`src/rtl/enemy_formation.sv`:
```
// enemy_formation: ROWS x COLS invader grid controller.
// Owns origin, alive bitmap, march/drop FSM, hit resolution and sprite lookup.
module enemy_formation #(
  parameter int ROWS        = 3,
  parameter int COLS        = 7,
  parameter int CELL_W      = 73,
  parameter int CELL_H      = 50,
  parameter int SPR_W       = 49,
  parameter int SPR_H       = 44,
  parameter int SCREEN_W    = 640,
  parameter int FLOOR_Y     = 355,
  parameter int STEP_X      = 1,
  parameter int DROP_Y      = 8,
  parameter int SPEED_SHIFT = 2,
  localparam int N  = ROWS * COLS,
  localparam int IW = $clog2(N + 1),
  localparam int RW = (ROWS > 1) ? $clog2(ROWS) : 1,
  localparam int CW = (COLS > 1) ? $clog2(COLS) : 1
) (
  input  logic          Clk,
  input  logic          Reset,
  input  logic          Start,
  input  logic          frame_tick,
  input  logic [9:0]    DrawX,
  input  logic [9:0]    DrawY,
  input  logic          hit_valid,
  input  logic [9:0]    hit_x,
  input  logic [9:0]    hit_y,
  output logic          enemy_on,
  output logic [RW-1:0] enemy_row,
  output logic [CW-1:0] enemy_col,
  output logic [5:0]    spr_x,
  output logic [5:0]    spr_y,
  output logic          hit_ack,
  output logic          hit_kill,
  output logic [RW-1:0] hit_row,
  output logic [CW-1:0] hit_col,
  output logic [IW-1:0] alive_count,
  output logic [9:0]    origin_x,
  output logic [9:0]    origin_y,
  output logic          lost,
  output logic          cleared
);

  localparam int CTW = $clog2(N + 2);
  localparam logic [10:0] CELL_W11  = 11'(CELL_W);
  localparam logic [10:0] CELL_H11  = 11'(CELL_H);
  localparam logic [10:0] SPR_W11   = 11'(SPR_W);
  localparam logic [10:0] SPR_H11   = 11'(SPR_H);
  localparam logic [10:0] SCR_MAX11 = 11'(SCREEN_W - 1);
  localparam logic [10:0] FLOOR11   = 11'(FLOOR_Y);
  localparam logic [10:0] STEP_X11  = 11'(STEP_X);
  localparam logic [10:0] DROP_Y11  = 11'(DROP_Y);
  localparam logic [9:0]  STEP_X10  = 10'(STEP_X);
  localparam logic [9:0]  DROP_Y10  = 10'(DROP_Y);
  localparam logic [CTW-1:0] INIT_IVL = CTW'((N >> SPEED_SHIFT) + 1);

  typedef enum logic [2:0] {IDLE, MARCH, DROP, LOST, CLEARED} state_t;

  state_t          state, state_nx;
  logic [N-1:0]    alive;
  logic [9:0]      ox, oy, ox_nx, oy_nx;
  logic            dir_r, dir_nx;
  logic [CTW-1:0]  cnt, cnt_nx, ivl;
  logic            init, in_play, kill;
  logic [IW-1:0]   pop;
  logic [COLS-1:0] col_live;
  logic [ROWS-1:0] row_live;
  logic [10:0]     min_col, max_col, max_row;
  logic [10:0]     bnd_l, bnd_r, bnd_b;
  logic [10:0]     cx, cy;
  logic            h_match, h_live;
  logic [RW-1:0]   h_row, p_row;
  logic [CW-1:0]   h_col, p_col;
  logic [N-1:0]    h_mask;
  logic            p_match;
  logic [5:0]      p_sx, p_sy;

  function automatic logic box(input logic [9:0] x, y,
                               input logic [10:0] bx, by);
    return ({1'b0, x} >= bx) && ({1'b0, x} <= bx + SPR_W11 - 11'd1) &&
           ({1'b0, y} >= by) && ({1'b0, y} <= by + SPR_H11 - 11'd1);
  endfunction

  assign in_play     = (state == MARCH) || (state == DROP);
  assign kill        = hit_valid && h_match && h_live && in_play;
  assign ivl         = CTW'(pop >> SPEED_SHIFT) + CTW'(1);
  assign alive_count = pop;
  assign origin_x    = ox;
  assign origin_y    = oy;
  assign lost        = (state == LOST);
  assign cleared     = (state == CLEARED);

  // live cell population
  always_comb begin
    pop = '0;
    for (int i = 0; i < N; i++) pop = pop + IW'(alive[i]);
  end

  // bounding box of the cells that are still alive
  always_comb begin
    col_live = '0;
    row_live = '0;
    min_col  = '0;
    max_col  = '0;
    max_row  = '0;
    for (int r = 0; r < ROWS; r++)
      for (int c = 0; c < COLS; c++)
        if (alive[r*COLS+c]) begin
          col_live[c] = 1'b1;
          row_live[r] = 1'b1;
        end
    for (int c = COLS - 1; c >= 0; c--)
      if (col_live[c]) min_col = 11'(c);
    for (int c = 0; c < COLS; c++)
      if (col_live[c]) max_col = 11'(c);
    for (int r = 0; r < ROWS; r++)
      if (row_live[r]) max_row = 11'(r);
    bnd_l = {1'b0, ox} + min_col * CELL_W11;
    bnd_r = {1'b0, ox} + max_col * CELL_W11 + SPR_W11 - 11'd1;
    bnd_b = {1'b0, oy} + max_row * CELL_H11 + SPR_H11 - 11'd1;
  end

  // parallel box compare; descending scan lets the lowest index win
  always_comb begin
    h_match = 1'b0;
    h_live  = 1'b0;
    h_row   = '0;
    h_col   = '0;
    h_mask  = '0;
    p_match = 1'b0;
    p_row   = '0;
    p_col   = '0;
    p_sx    = '0;
    p_sy    = '0;
    cx      = '0;
    cy      = '0;
    for (int r = ROWS - 1; r >= 0; r--)
      for (int c = COLS - 1; c >= 0; c--) begin
        cx = {1'b0, ox} + 11'(c) * CELL_W11;
        cy = {1'b0, oy} + 11'(r) * CELL_H11;
        if (box(hit_x, hit_y, cx, cy)) begin
          h_match = 1'b1;
          h_live  = alive[r*COLS+c];
          h_row   = RW'(r);
          h_col   = CW'(c);
          h_mask  = N'(1) << (r*COLS+c);
        end
        if (alive[r*COLS+c] && box(DrawX, DrawY, cx, cy)) begin
          p_match = 1'b1;
          p_row   = RW'(r);
          p_col   = CW'(c);
          p_sx    = 6'({1'b0, DrawX} - cx);
          p_sy    = 6'({1'b0, DrawY} - cy);
        end
      end
  end

  // next state, origin, direction and frame counter
  always_comb begin
    state_nx = state;
    ox_nx    = ox;
    oy_nx    = oy;
    dir_nx   = dir_r;
    cnt_nx   = cnt;
    init     = 1'b0;
    unique case (state)
      IDLE, LOST, CLEARED: begin
        if (Start) begin
          state_nx = MARCH;
          init     = 1'b1;
        end
      end
      MARCH, DROP: begin
        if (pop == '0) begin
          state_nx = CLEARED;
        end else if (frame_tick) begin
          if (cnt != '0) begin
            cnt_nx = cnt - CTW'(1);
          end else begin
            cnt_nx = ivl - CTW'(1);
            if (state == MARCH) begin
              if (dir_r) begin
                if (bnd_r + STEP_X11 > SCR_MAX11) state_nx = DROP;
                else ox_nx = ox + STEP_X10;
              end else begin
                if (bnd_l < STEP_X11) state_nx = DROP;
                else ox_nx = ox - STEP_X10;
              end
            end else begin
              oy_nx    = oy + DROP_Y10;
              dir_nx   = ~dir_r;
              state_nx = (bnd_b + DROP_Y11 >= FLOOR11) ? LOST : MARCH;
            end
          end
        end
      end
      default: state_nx = IDLE;
    endcase
    if (init) begin
      ox_nx  = '0;
      oy_nx  = '0;
      dir_nx = 1'b1;
      cnt_nx = INIT_IVL;
    end
  end

  // state, origin, direction and counter registers
  always_ff @(posedge Clk) begin
    if (Reset) begin
      state <= IDLE;
      ox    <= '0;
      oy    <= '0;
      dir_r <= 1'b1;
      cnt   <= '0;
    end else begin
      state <= state_nx;
      ox    <= ox_nx;
      oy    <= oy_nx;
      dir_r <= dir_nx;
      cnt   <= cnt_nx;
    end
  end

  // alive bitmap: refilled on wave start, cleared by kills
  always_ff @(posedge Clk) begin
    if (Reset || init) alive <= '1;
    else if (kill)     alive <= alive & ~h_mask;
  end

  // one-cycle hit response
  always_ff @(posedge Clk) begin
    if (Reset) begin
      hit_ack  <= 1'b0;
      hit_kill <= 1'b0;
      hit_row  <= '0;
      hit_col  <= '0;
    end else begin
      hit_ack  <= hit_valid;
      hit_kill <= kill;
      hit_row  <= kill ? h_row : '0;
      hit_col  <= kill ? h_col : '0;
    end
  end

  // registered pixel lookup for the colour mapper
  always_ff @(posedge Clk) begin
    if (Reset) begin
      enemy_on  <= 1'b0;
      enemy_row <= '0;
      enemy_col <= '0;
      spr_x     <= '0;
      spr_y     <= '0;
    end else begin
      enemy_on  <= p_match;
      enemy_row <= p_row;
      enemy_col <= p_col;
      spr_x     <= p_sx;
      spr_y     <= p_sy;
    end
  end

endmodule

```
`config.mk`:
```
export PLATFORM = sky130hd
export DESIGN_NAME = enemy_formation
export DESIGN_NICKNAME = d
export VERILOG_FILES = /design/src/rtl/enemy_formation.sv
export SDC_FILE = /design/constraint.sdc
export NUM_CORES = 1
export LEC_CHECK = 0
export CAP_MARGIN = 0
export CORE_UTILIZATION = 68
export DETAILED_ROUTE_END_ITERATION = 8
export GPL_TIMING_DRIVEN = 1
export PLACE_DENSITY_LB_ADDON = 0.12
export SLEW_MARGIN = 10
export SYNTH_ARGS = -nofsm -noshare
export SYNTH_HDL_FRONTEND = slang
export SYNTH_SLANG_ARGS = --single-unit
```
`constraint.sdc`:
```
create_clock -name Clk -period 15.7 [get_ports Clk]
set_clock_uncertainty 0.1 [all_clocks]
set_input_delay 1.57 -clock Clk [delete_from_list [all_inputs] [get_ports Clk]]
set_output_delay 1.57 -clock Clk [all_outputs]
set_load 0.02 [all_outputs]
```
==> summary.txt <==
Die
  – Die W: 162.7 µm
  – Die Outline Area: 26460 µm²
  – Placeable core area: 25250 µm²
  – Starting Density: 69.51%
  – Std-Cell Rows: 58
  – Chip Height: 162.7 µm
  – Number of top-level pins: 97

Logic synthesis
  – Top-count cell post-synth: ha_1
  – Largest area contributor in the netlist: ha_1
  – Synthesized flop and latch total: 72
  – Top_reg_cell synth: dfxtp_1
  – Synth async-reset ratio: 0%
  – Synth top area cells: ha_1 (29%), dfxtp_1 (8.2%), xnor2_1 (4.7%)
  – Synth top cells by count: ha_1 (405), a21oi_1 (162), nor2_1 (157)
  – Mean area per synthesized cell: 7.830 µm²
  – Cells after Synth: 2242
  – Post-synthesis cell area: 17550 µm²
  – Post-synth EDFFs: 0
  – Count of cell types in the netlist: 107
  – Synthesis Warnings: 0
  – Seq/Total Area, Yosys: 8.211%
  – Top-area cell type share of the netlist area: 28.87%

Worst setup path
  – Reg2Reg Depth: 19
  – CP startpoint kind: register
  – R2R Path Start: origin_x[1]$_SDFFE_PP0P_
  – Critical path fanouts, max: 18
  – Crit. End Element: register
  – FF-to-FF End: hit_row[0]$_SDFF_PP0_
  – Crit path kind: register to register
  – Worst endpoint data arrival time: 7.37 ns
  – Critical path required time: 15.86 ns
  – R2r setup slk: 8.48 ns

Power and ir drop
  – Clock network fraction of total power: 27.7%
  – Max rail drop VDD: 0.00007023 V
  – Switching pwr: 389.5 µW
  – Sequential power share: 22.4%
  – Net Sw Frac: 42.85%
  – Overall Power: 909.1 µW
  – P_int: 519.6 µW
  – Comb power frac: 49.9%
  – Leakage: 0.008310 µW
  – Pwr/cell area: 47.53 nW/µm²

Min path
  – Hold_sp: cnt[4]$_SDFFE_PP0P_
  – Hold Crit Depth: 1
  – Worst Hold Class: register to register
  – Hold Crit Endpoint: cnt[4]$_SDFFE_PP0P_

CTS
  – Clock Tree Buf Depth: 2
  – CTS Sinks: 72
  – Latest clock arrival within the worst-skew pair: 0.35 ns
  – Cts hold-fix bufs: 0
  – Clock Root Buffer: clkbuf_16
  – H-tree depth: 3
  – CTS tree: done
  – Total setup buffers inserted after CTS: 0
  – Post-CTS sizing: 0
  – CTS buffer count: 9
  – Clock Pin Slew Worst Setup and Hold Paths: 0.06 ns

Timing
  – Worst Tran Pin Value: 1.199 ns
  – Slew headroom: 19.46%
  – Pins over their slew limit: 0
  – Fmax: 138.6 MHz
  – Unrepaired setup endpoints after global routing: false
  – Final setup violation count: 0
  – Setup TNS Final: 0 ns
  – Tcrit/Tclk final: 45.96%
  – Final hold violation count: 0
  – Final critical-path required period: 7.216 ns

Routing
  – DR vias: 19590
  – Initial DRT Pass Iterations: 7
  – DRT Wirelength: 65.72 mm
  – DR iter-0 viols: 2904
  – DRC viols: 0
  – Vias per inst: 7.429
  – DR WL/cell: 24.92 µm
  – DRT antenna net count: 0

Layout
  – Share of cells above drive strength 1: 4.031%
  – Final #Nets: 2779
  – Area grow syn2layout: 8.966%
  – Non-Filler Instances: 2637
  – Antenna diodes: 0

Run
  – Max-cap violations: 0

Global route
  – Vias in the first global route: 19120
  – Initial antenna violation count: 0
  – GRT Total Usage: 49.52%
  – First-pass GRT wire length: 102.6 mm
  – Grt ovf: 0
  – Largest net degree at the start of global routing: 40

Place
  – Post-placement cell count: 2622
  – Dpl hpwl: 50.22 mm
  – IO Port Bufs: 93
  – RD Place Congestion: 1.059

Run status
  – Status: finished clean
registers in the layout (all words and copies together) (netlist names), 3 cells and up:
signal and flops:
alive 21, origin_x 10, origin_y 7, spr_x 6, spr_y 6, cnt 5
enemy_col 3, hit_col 3, state 3
cell type report:
| class | instances | area [µm²] |
|---|---|---|
| Multi-Input combinational cell | 1959 | 15280 |
| Fill cell | 1846 | 6126 |
| Sequential cell | 72 | 1441 |
| Timing Repair Buffer | 118 | 1119 |
| Inverter | 143 | 536.8 |
| Tap cell | 330 | 412.9 |
| Clock buffer | 10 | 239.0 |
| Clock inverter | 5 | 103.9 |
layer usage:
layer,GRT usage (%),vias to the layer above,part of all wire (%)
met5,0,-,0
met3,14.26,394,14
met1,62.18,9059,38
met2,74.94,1536,41
met4,29.44,0,6.7
li1,-,8600,-
worst max path at each step:
stage,start,to
2_1_floorplan,alive[7]$_SDFFE_PP1P_,origin_y[8]$_SDFFE_PP0P_
3_3_place_gp,origin_x[1]$_SDFFE_PP0P_,hit_row[0]$_SDFF_PP0_
3_5_place_dp,origin_x[1]$_SDFFE_PP0P_,hit_row[0]$_SDFF_PP0_
4_1_cts,alive[7]$_SDFFE_PP1P_,alive_count[4]
5_1_grt,origin_x[1]$_SDFFE_PP0P_,hit_row[0]$_SDFF_PP0_
6_report,origin_x[1]$_SDFFE_PP0P_,hit_row[0]$_SDFF_PP0_
power by group through the flow:
stage / Clock, µW / Sequential (µW) / Combinational, µW
3_3_place_gp: 0 / 207 / 415
2_1_floorplan: 0 / 219 / 266
4_1_cts: 249 / 203 / 431
6_report: 252 / 203 / 454
3_5_place_dp: 0 / 207 / 429
5_1_grt: 256 / 205 / 484
worst max-delay path, stage by stage, from the launching register on:
cell and delay [ns]:
dfxtp_1 0.92, inv_1 0.34, ha_1 0.33, a2111oi_2 0.55, nand2b_1 0.23, nand2_1 0.14
ha_1 0.26, or3_1 0.32, o311ai_1 0.36, xor2_1 0.28, ha_1 0.30, a2111oi_0 0.43
o221ai_1 0.18, and3_1 0.31, o21ai_0 0.52, nor4_2 0.18, a2111oi_4 0.46, nand3_2 0.22
a211oi_4 0.42, nor4b_2 0.26
metrics by stage:
step | instance area, µm² | hold slack (ns) | worst slack, ns | util [%]
after floorplan | 17570 | 0.3282 | 9.723 | -
after global placement | 18790 | 0.3352 | 8.857 | 74.39
after detailed placement | 18790 | 0.3710 | 8.802 | 74.39
after CTS | 19130 | 0.3825 | 8.644 | 75.74
after global routing | 19130 | 0.3997 | 8.138 | 75.74
final | 19130 | 0.3858 | 8.484 | 75.74
cell usage in the layout, fill, tap and decap left out, types with 12 or more instances in the layout:
cell,instances
ha_1,405
a21oi_1,162
nor2_1,157
nand2_1,138
inv_1,136
o21ai_0,130
xnor2_1,95
clkdlybuf4s50_1,93
dfxtp_1,72
nand3_1,60
nor3_1,59
a21o_1,44
nand2b_1,39
o211ai_1,38
and3_1,37
o21a_1,37
xor2_1,34
a211oi_1,34
nand4_1,27
a31oi_1,26
fa_1,26
nor4_1,25
buf_4,25
nor2b_1,22
o31ai_1,22
and2_1,18
or3_1,14
a2111oi_0,14
or4_1,14
o22ai_1,12
cells by family after synthesis:
group	synth area share, %
simple gates	20.26
mux	0.7911
buf+inv	4.897
fa+ha+maj	31.83
flops	8.211
other cells	0.02136
compound gates	27.56
xor+xnor	6.436
No activity file was read; power rests on OpenSTA's default activity.
